File: src/rtl/sort_matrix_loader_if.sv
// Stream-in / matrix-out bus between the element source, the loader and the mesh sorter.
// The master drives the element stream; the slave (loader) returns the published matrix and status.
interface sort_matrix_loader_if #(
  parameter int N     = 8,
  parameter int WIDTH = 8
);
  logic [WIDTH-1:0]       in_data;
  logic                   in_valid;
  logic                   in_last;
  logic                   in_ready;
  logic [N*N*WIDTH-1:0]   matrix_out;
  logic                   matrix_valid;
  logic                   sort_done;
  logic                   busy;
  logic                   frame_err;

  modport master (
    output in_data,
    output in_valid,
    output in_last,
    input  in_ready,
    input  matrix_out,
    input  matrix_valid,
    input  sort_done,
    input  busy,
    input  frame_err
  );

  modport slave (
    input  in_data,
    input  in_valid,
    input  in_last,
    output in_ready,
    output matrix_out,
    output matrix_valid,
    output sort_done,
    output busy,
    output frame_err
  );
endinterface

File: src/rtl/sort_matrix_loader.sv
// Assembles a serial element stream into an N*N matrix, publishes it atomically to the
// mesh sorter and pulses sort_done once the sorter's fixed latency has elapsed.
module sort_matrix_loader #(
  parameter int N            = 8,
  parameter int WIDTH        = 8,
  parameter int SORT_LATENCY = 2
) (
  input  logic               clk,
  input  logic               reset,
  sort_matrix_loader_if.slave bus
);

  localparam int ELEMS = N * N;
  localparam int IW    = $clog2(ELEMS);
  localparam int LW    = $clog2(SORT_LATENCY + 1);
  localparam int MW    = ELEMS * WIDTH;

  localparam logic [IW-1:0] IDX_LAST = IW'(ELEMS - 1);
  localparam logic [IW-1:0] IDX_ZERO = IW'(0);
  localparam logic [IW-1:0] IDX_ONE  = IW'(1);
  localparam logic [LW-1:0] LAT_LOAD = LW'(SORT_LATENCY);
  localparam logic [LW-1:0] LAT_ONE  = LW'(1);
  localparam logic [LW-1:0] LAT_ZERO = LW'(0);

  typedef enum logic [0:0] {
    ST_FILL    = 1'b0,
    ST_PENDING = 1'b1
  } state_t;

  state_t          state_r;
  state_t          state_nxt_s;
  logic [IW-1:0]   cnt_r;
  logic [IW-1:0]   cnt_nxt_s;
  logic [MW-1:0]   fill_r;
  logic [MW-1:0]   fill_nxt_s;
  logic [MW-1:0]   matrix_r;
  logic [LW-1:0]   lat_r;
  logic [LW-1:0]   lat_nxt_s;
  logic            matrix_valid_r;
  logic            sort_done_r;
  logic            busy_r;
  logic            frame_err_r;
  logic            in_ready_r;

  logic            xfer_s;
  logic            last_slot_s;
  logic            complete_s;
  logic            ferr_s;
  logic            store_s;
  logic            lat_free_s;
  logic            expiring_s;
  logic            publish_s;

  // Handshake and framing decode; a framing error is any disagreement between in_last and the slot.
  assign xfer_s      = bus.in_valid && in_ready_r;
  assign last_slot_s = (cnt_r == IDX_LAST);
  assign complete_s  = xfer_s && last_slot_s && bus.in_last;
  assign ferr_s      = xfer_s && (bus.in_last != last_slot_s);
  assign store_s     = xfer_s && !ferr_s;
  assign expiring_s  = (lat_r == LAT_ONE);
  // The sorter is free if idle or if its current matrix retires on this very edge.
  assign lat_free_s  = (lat_r == LAT_ZERO) || expiring_s;

  // FSM state register.
  always_ff @(posedge clk or posedge reset) begin
    if (reset) begin
      state_r <= ST_FILL;
    end else begin
      state_r <= state_nxt_s;
    end
  end

  // FSM next-state logic.
  always_comb begin
    state_nxt_s = state_r;
    case (state_r)
      ST_FILL: begin
        if (complete_s && !lat_free_s) begin
          state_nxt_s = ST_PENDING;
        end else begin
          state_nxt_s = ST_FILL;
        end
      end
      ST_PENDING: begin
        if (expiring_s) begin
          state_nxt_s = ST_FILL;
        end else begin
          state_nxt_s = ST_PENDING;
        end
      end
      default: begin
        state_nxt_s = ST_FILL;
      end
    endcase
  end

  // FSM outputs: publish decision plus next values of index, fill buffer and latency counter.
  always_comb begin
    publish_s  = 1'b0;
    cnt_nxt_s  = cnt_r;
    fill_nxt_s = fill_r;
    lat_nxt_s  = lat_r;

    case (state_r)
      ST_FILL: begin
        publish_s = complete_s && lat_free_s;
      end
      ST_PENDING: begin
        publish_s = expiring_s;
      end
      default: begin
        publish_s = 1'b0;
      end
    endcase

    if (xfer_s) begin
      if (ferr_s || complete_s) begin
        cnt_nxt_s = IDX_ZERO;
      end else begin
        cnt_nxt_s = cnt_r + IDX_ONE;
      end
    end else begin
      cnt_nxt_s = cnt_r;
    end

    if (store_s) begin
      fill_nxt_s[cnt_r*WIDTH +: WIDTH] = bus.in_data;
    end else begin
      fill_nxt_s = fill_r;
    end

    if (publish_s) begin
      lat_nxt_s = LAT_LOAD;
    end else if (lat_r != LAT_ZERO) begin
      lat_nxt_s = lat_r - LAT_ONE;
    end else begin
      lat_nxt_s = lat_r;
    end
  end

  // Datapath and registered status outputs; matrix_r moves only on publish edges.
  always_ff @(posedge clk or posedge reset) begin
    if (reset) begin
      cnt_r          <= IDX_ZERO;
      fill_r         <= {MW{1'b0}};
      matrix_r       <= {MW{1'b0}};
      lat_r          <= LAT_ZERO;
      matrix_valid_r <= 1'b0;
      sort_done_r    <= 1'b0;
      busy_r         <= 1'b0;
      frame_err_r    <= 1'b0;
      in_ready_r     <= 1'b1;
    end else begin
      cnt_r       <= cnt_nxt_s;
      fill_r      <= fill_nxt_s;
      lat_r       <= lat_nxt_s;
      busy_r      <= (lat_nxt_s != LAT_ZERO);
      sort_done_r <= expiring_s;
      frame_err_r <= ferr_s;
      in_ready_r  <= (state_nxt_s == ST_FILL);
      if (publish_s) begin
        matrix_r       <= fill_nxt_s;
        matrix_valid_r <= 1'b1;
      end else begin
        matrix_r       <= matrix_r;
        matrix_valid_r <= matrix_valid_r;
      end
    end
  end

  assign bus.in_ready     = in_ready_r;
  assign bus.matrix_out   = matrix_r;
  assign bus.matrix_valid = matrix_valid_r;
  assign bus.sort_done    = sort_done_r;
  assign bus.busy         = busy_r;
  assign bus.frame_err    = frame_err_r;

endmodule

File: src/flat_wrapper.sv
// flat-port wrapper written by rule: the top's interface ports become plain ports
module sort_matrix_loader_flat 
#(
  parameter int N            = 8,
  parameter int WIDTH        = 8,
  parameter int SORT_LATENCY = 2
)
  (clk, reset, bus_in_data, bus_in_valid, bus_in_last, bus_in_ready, bus_matrix_out, bus_matrix_valid, bus_sort_done, bus_busy, bus_frame_err);
  sort_matrix_loader_if #(.N(N), .WIDTH(WIDTH)) bus_i ();
  input  logic clk;
  input  logic reset;
  input wire logic [$bits(bus_i.in_data)-1:0] bus_in_data;
  input wire logic [$bits(bus_i.in_valid)-1:0] bus_in_valid;
  input wire logic [$bits(bus_i.in_last)-1:0] bus_in_last;
  output wire logic [$bits(bus_i.in_ready)-1:0] bus_in_ready;
  output wire logic [$bits(bus_i.matrix_out)-1:0] bus_matrix_out;
  output wire logic [$bits(bus_i.matrix_valid)-1:0] bus_matrix_valid;
  output wire logic [$bits(bus_i.sort_done)-1:0] bus_sort_done;
  output wire logic [$bits(bus_i.busy)-1:0] bus_busy;
  output wire logic [$bits(bus_i.frame_err)-1:0] bus_frame_err;
  assign bus_i.in_data = bus_in_data;
  assign bus_i.in_valid = bus_in_valid;
  assign bus_i.in_last = bus_in_last;
  assign bus_in_ready = bus_i.in_ready;
  assign bus_matrix_out = bus_i.matrix_out;
  assign bus_matrix_valid = bus_i.matrix_valid;
  assign bus_sort_done = bus_i.sort_done;
  assign bus_busy = bus_i.busy;
  assign bus_frame_err = bus_i.frame_err;
  sort_matrix_loader #(.N(N), .WIDTH(WIDTH), .SORT_LATENCY(SORT_LATENCY)) u_core (.clk(clk), .reset(reset), .bus(bus_i));
endmodule
File: config.mk
export PLATFORM = sky130hd
export DESIGN_NAME = sort_matrix_loader_flat
export DESIGN_NICKNAME = d
export VERILOG_FILES = /design/src/rtl/sort_matrix_loader_if.sv /design/src/rtl/sort_matrix_loader.sv /design/src/flat_wrapper.sv
export SDC_FILE = /design/constraint.sdc
export NUM_CORES = 2
export LEC_CHECK = 0
export CORE_ASPECT_RATIO = 0.75
export CORE_MARGIN = 10
export CORE_UTILIZATION = 60
export CTS_CLUSTER_SIZE = 25
export DETAILED_ROUTE_END_ITERATION = 8
export PLACE_DENSITY = 0.83
export SETUP_SLACK_MARGIN = 0.3
export SLEW_MARGIN = 20
export SYNTH_ARGS = -nofsm -noshare
export SYNTH_HDL_FRONTEND = slang
export SYNTH_SLANG_ARGS = --single-unit
File: constraint.sdc
create_clock -name clk -period 82 [get_ports clk]
set_input_delay 16.4 -clock clk [delete_from_list [all_inputs] [get_ports clk]]
set_output_delay 16.4 -clock clk [all_outputs]
set_load 0.05 [all_outputs]
==> results.md <==
- Mapped Cells: 3914
- Number of remaining DRC errors: 0
- Startpoint Class: input port
- Syn_nets: 3929
- Resize count post-CTS: 0
- CTS buffer count: 94
- Setup TNS: 0 ns
- Final setup vio count: 0
- Vias in the first global route: 33500
- Min-delay worst type: reg2reg
- Reg2reg path depth: 9
- Flop pwr share: 0.497
- Final core occ: 0.741
- Routed length per instance: 26.1 um
- Worst path max stage delay: 0.91 ns
- Die Wd: 324 um
- Hold_sp: u_core.fill_r[222]
- Outcome: finished, final reports clean
- Gate power share: 0.056
- Worst-case clock buffer depth: 3
- Layout cells sized above 1: 0.104
- RR Endpoint: u_core.bus.matrix_out[467]
- Initial core utilization: 0.606
- Synth area leader: dfrtp_1
- Power per cell area: 20.4 mW/mm^2
- Vias per inst: 6.51
- Max_slew headroom: 0.176
- Leak: 24.8 nW
- Slowest stage cell, crit path: buf_4
- Minimum clock period after layout: 21.41 ns
- Clock power share: 0.447
- Yosys top cell area share: 0.625
- Critical path class: in2reg
- TritonRoute pass-1 iters: 8
- Floorplan Core Area: 0.0685 sq mm
- Flop2flop setup slack: 75.66 ns
- Crit-path leading delay family: buffers and inverters
- CP Capture Type: flop
- Die Y: 248 um
- RePlAce Congestion: 0.890
- Distinct cells, synth: 67
- NumNets Final: 4318
- All-Layer GR Usage: 0.335
- Area grow syn2layout: 22.4%
- Setup bufs post-CTS: 0
- FP Rows: 83
- Sw frac: 0.242
- Max Freq: 46.7 MHz
- Antenna violations before repair: 8
- Post-synthesis async set-or-reset flop share: 1.00
- P_sw: 0.000251 W
- Pint: 0.000785 W
- Die Area: 0.0802 sq mm
- Top Ports: 529
- Cts hold-fix bufs: 0
- Vias: 34300
- Clk slew on worst S/H paths: 0.06 ns
- Final Max Slew Viols: 0
- Final Hold Fails: 0
- Most frequent cells in the layout: dfrtp_1 (1037), nand2_1 (541), clkdlybuf4s50_1 (520)
- IO buf count: 528
- XOR/XNOR Fraction of Synth Area: 0.000633
- Worst skew pair latency: 0.66 ns
- Sequential fraction of the synthesis area: 0.626
- CP Data Arrival Time: 21.97 ns
- Crit path cell chain: clkdlybuf4s50_1 -> nand3_1 -> or4b_2 -> nand2_4 -> buf_4 -> buf_4 -> buf_4 -> nor2_1 -> a31oi_1
- Most used flip-flop cell after synthesis: dfrtp_1
- Worst-path fanout max: 107
- Tightest Pin Transition: 1.24 ns
- Multiplexer share of the synthesized area: 0.0479
- Largest net degree at the start of global routing: 239
- RR Startpoint: u_core.cnt_r[1]
- Synthesized area per cell: 10.6 sq um
- Final wirelength: 138000 um
- CP bufs+invs: 4
- DRT antenna net count: 0
- Seq cells post-synth: 1038
- Clk_skew: 0.0273 ns
- Simple-gate share of the synthesized area: 0.165
- H-tree depth: 3
- CP Depth: 9
- Worst vdd ir: 0.0233 mV
- CP most frequent cell: buf_4
- Number of synthesized flops with an enable pin: 0
- Hold path endpoint: u_core.fill_r[222]
- Final HPWL DP: 87800 um
- Compound-Gate Fraction of Synth Area: 0.125
- Main combinational cell family by area after synthesis: simple AND/OR/NAND/NOR gates
- CTS tree: yes
- First-pass GRT wire length: 206000 um
- GRT overflow: 0
- WP data required: 82.57 ns
- RSZ-0062 raised after global routing: no
- Fin crit share: 0.261
- Post-Syn Area: 0.0415 sq mm
- Top post-synthesis cells by area: dfrtp_1 (62%), a31oi_1 (5.6%), nand2_1 (4.9%)
- Post-synthesis adder-cell area fraction: 0.000904
- Hold Path Stages: 2
- Maxcap violations: 0
- Clock root buffer: clkbuf_16
- # clock sinks: 1038
- Synth warn: 0
- Commonest non-fill, non-tap cell in the layout: dfrtp_1
- First DRT Iteration DRCs: 4642
==> worst register-to-register path: stages, from the launching register on <==
cell	delay, ns
dfrtp_1	0.78
ha_1	0.40
nand3_1	0.29
or4b_2	0.79
nand2_4	0.75
buf_4	1.02
buf_4	0.95
buf_4	0.91
nor2_1	0.16
a31oi_1	0.20
==> registers in the layout, indices dropped and copies added (netlist names) <==
name and cells:
u_core.bus.matrix_out 512, u_core.bus.sort_done 1, u_core.cnt_r 6, u_core.lat_r 2, u_core.state_r 1, u_core.bus.busy 1
u_core.bus.frame_err 1, u_core.bus.matrix_valid 1, u_core.bus.in_ready 1, u_core.fill_r 512
==> cell type report <==
cell class              instances  area [sq um]
well taps                     892          1120
multi-input cells            2501         14300
flip-flops and latches       1038         26000
clock inverters                44           561
clock buffers                 131          2680
repair buffers                612          5920
fillers                      4516         17700
inverters                      56           218
diodes                          2          5.00
==> through the flow <==
| stage | power [W] | instance area, sq um | setup slack, ns | hold slack (ns) | std cells |
|---|---|---|---|---|---|
| finish | 0.00104 | 50800 | 60.59 | 0.462 | 5276 |
| floorplan | 0.000560 | 41500 | 36.39 | 0.433 | 3914 |
| global route | 0.00106 | 50800 | 60.26 | 0.473 | 5274 |
| CTS | 0.00103 | 50700 | 60.77 | 0.465 | 5271 |
| detailed placement | 0.000580 | 47500 | 60.11 | 0.450 | 5096 |
| global placement | 0.000579 | 47500 | 60.26 | 0.443 | 5095 |
==> kinds of logic (layout without fill, tap and decap cells) <==
logic type,Yosys count,count (layout)
fa+ha+maj,3,3
other cells,0,2
buf+inv,375,843
mux,180,180
compound gates,797,797
flops,1038,1038
simple gates,1518,1518
xor+xnor,3,3
==> layer usage <==
layer	vias to the layer above	routed length (um)	global-route usage
li1	14700	-	-
met4	6	6870	0.158
met5	-	40	0
met3	437	17000	0.114
met2	2143	61600	0.499
met1	17100	52400	0.440
==> worst max path at each step <==
stage / start / end / slack (ns)
global placement: bus_in_last / u_core.bus.matrix_out[85] / 60.26
floorplan: reset / u_core.bus.busy / 36.39
finish: bus_in_last / u_core.bus.matrix_out[467] / 60.59
global route: bus_in_last / u_core.bus.matrix_out[472] / 60.26
CTS: bus_in_last / u_core.bus.matrix_out[78] / 60.77
detailed placement: bus_in_last / u_core.bus.matrix_out[466] / 60.11
==> power groups by stage <==
stage | Sequential (W) | Clock (W) | Combinational [W]
6_report | 0.000515 | 0.000463 | 0.0000579
2_1_floorplan | 0.000526 | 0 | 0.0000342
3_3_place_gp | 0.000525 | 0 | 0.0000545
3_5_place_dp | 0.000525 | 0 | 0.0000555
5_1_grt | 0.000515 | 0.000484 | 0.0000613
4_1_cts | 0.000515 | 0.000463 | 0.0000559
==> synth_stat cells (3+ instances only) <==
cell type,n
dfrtp_1,1037
nand2_1,542
nor2_1,472
a31oi_1,370
clkbuf_1,248
o21ai_0,235
nand4_1,222
mux2_2,146
nand3_1,129
or3_1,73
a22o_1,64
inv_1,55
buf_2,40
a21oi_1,35
mux2i_1,33
buf_1,30
and3_1,22
o31ai_1,19
nor3_1,18
o22ai_1,17
o2111ai_1,16
nor2b_1,7
a2111oi_4,6
a2111oi_2,5
o2111ai_2,5
nor4_1,4
o211ai_1,4
or2_2,4
a211oi_2,3
ha_1,3
nand2b_1,3
nand3b_1,3
o21bai_1,3
No activity file was read; power rests on OpenSTA's default activity.
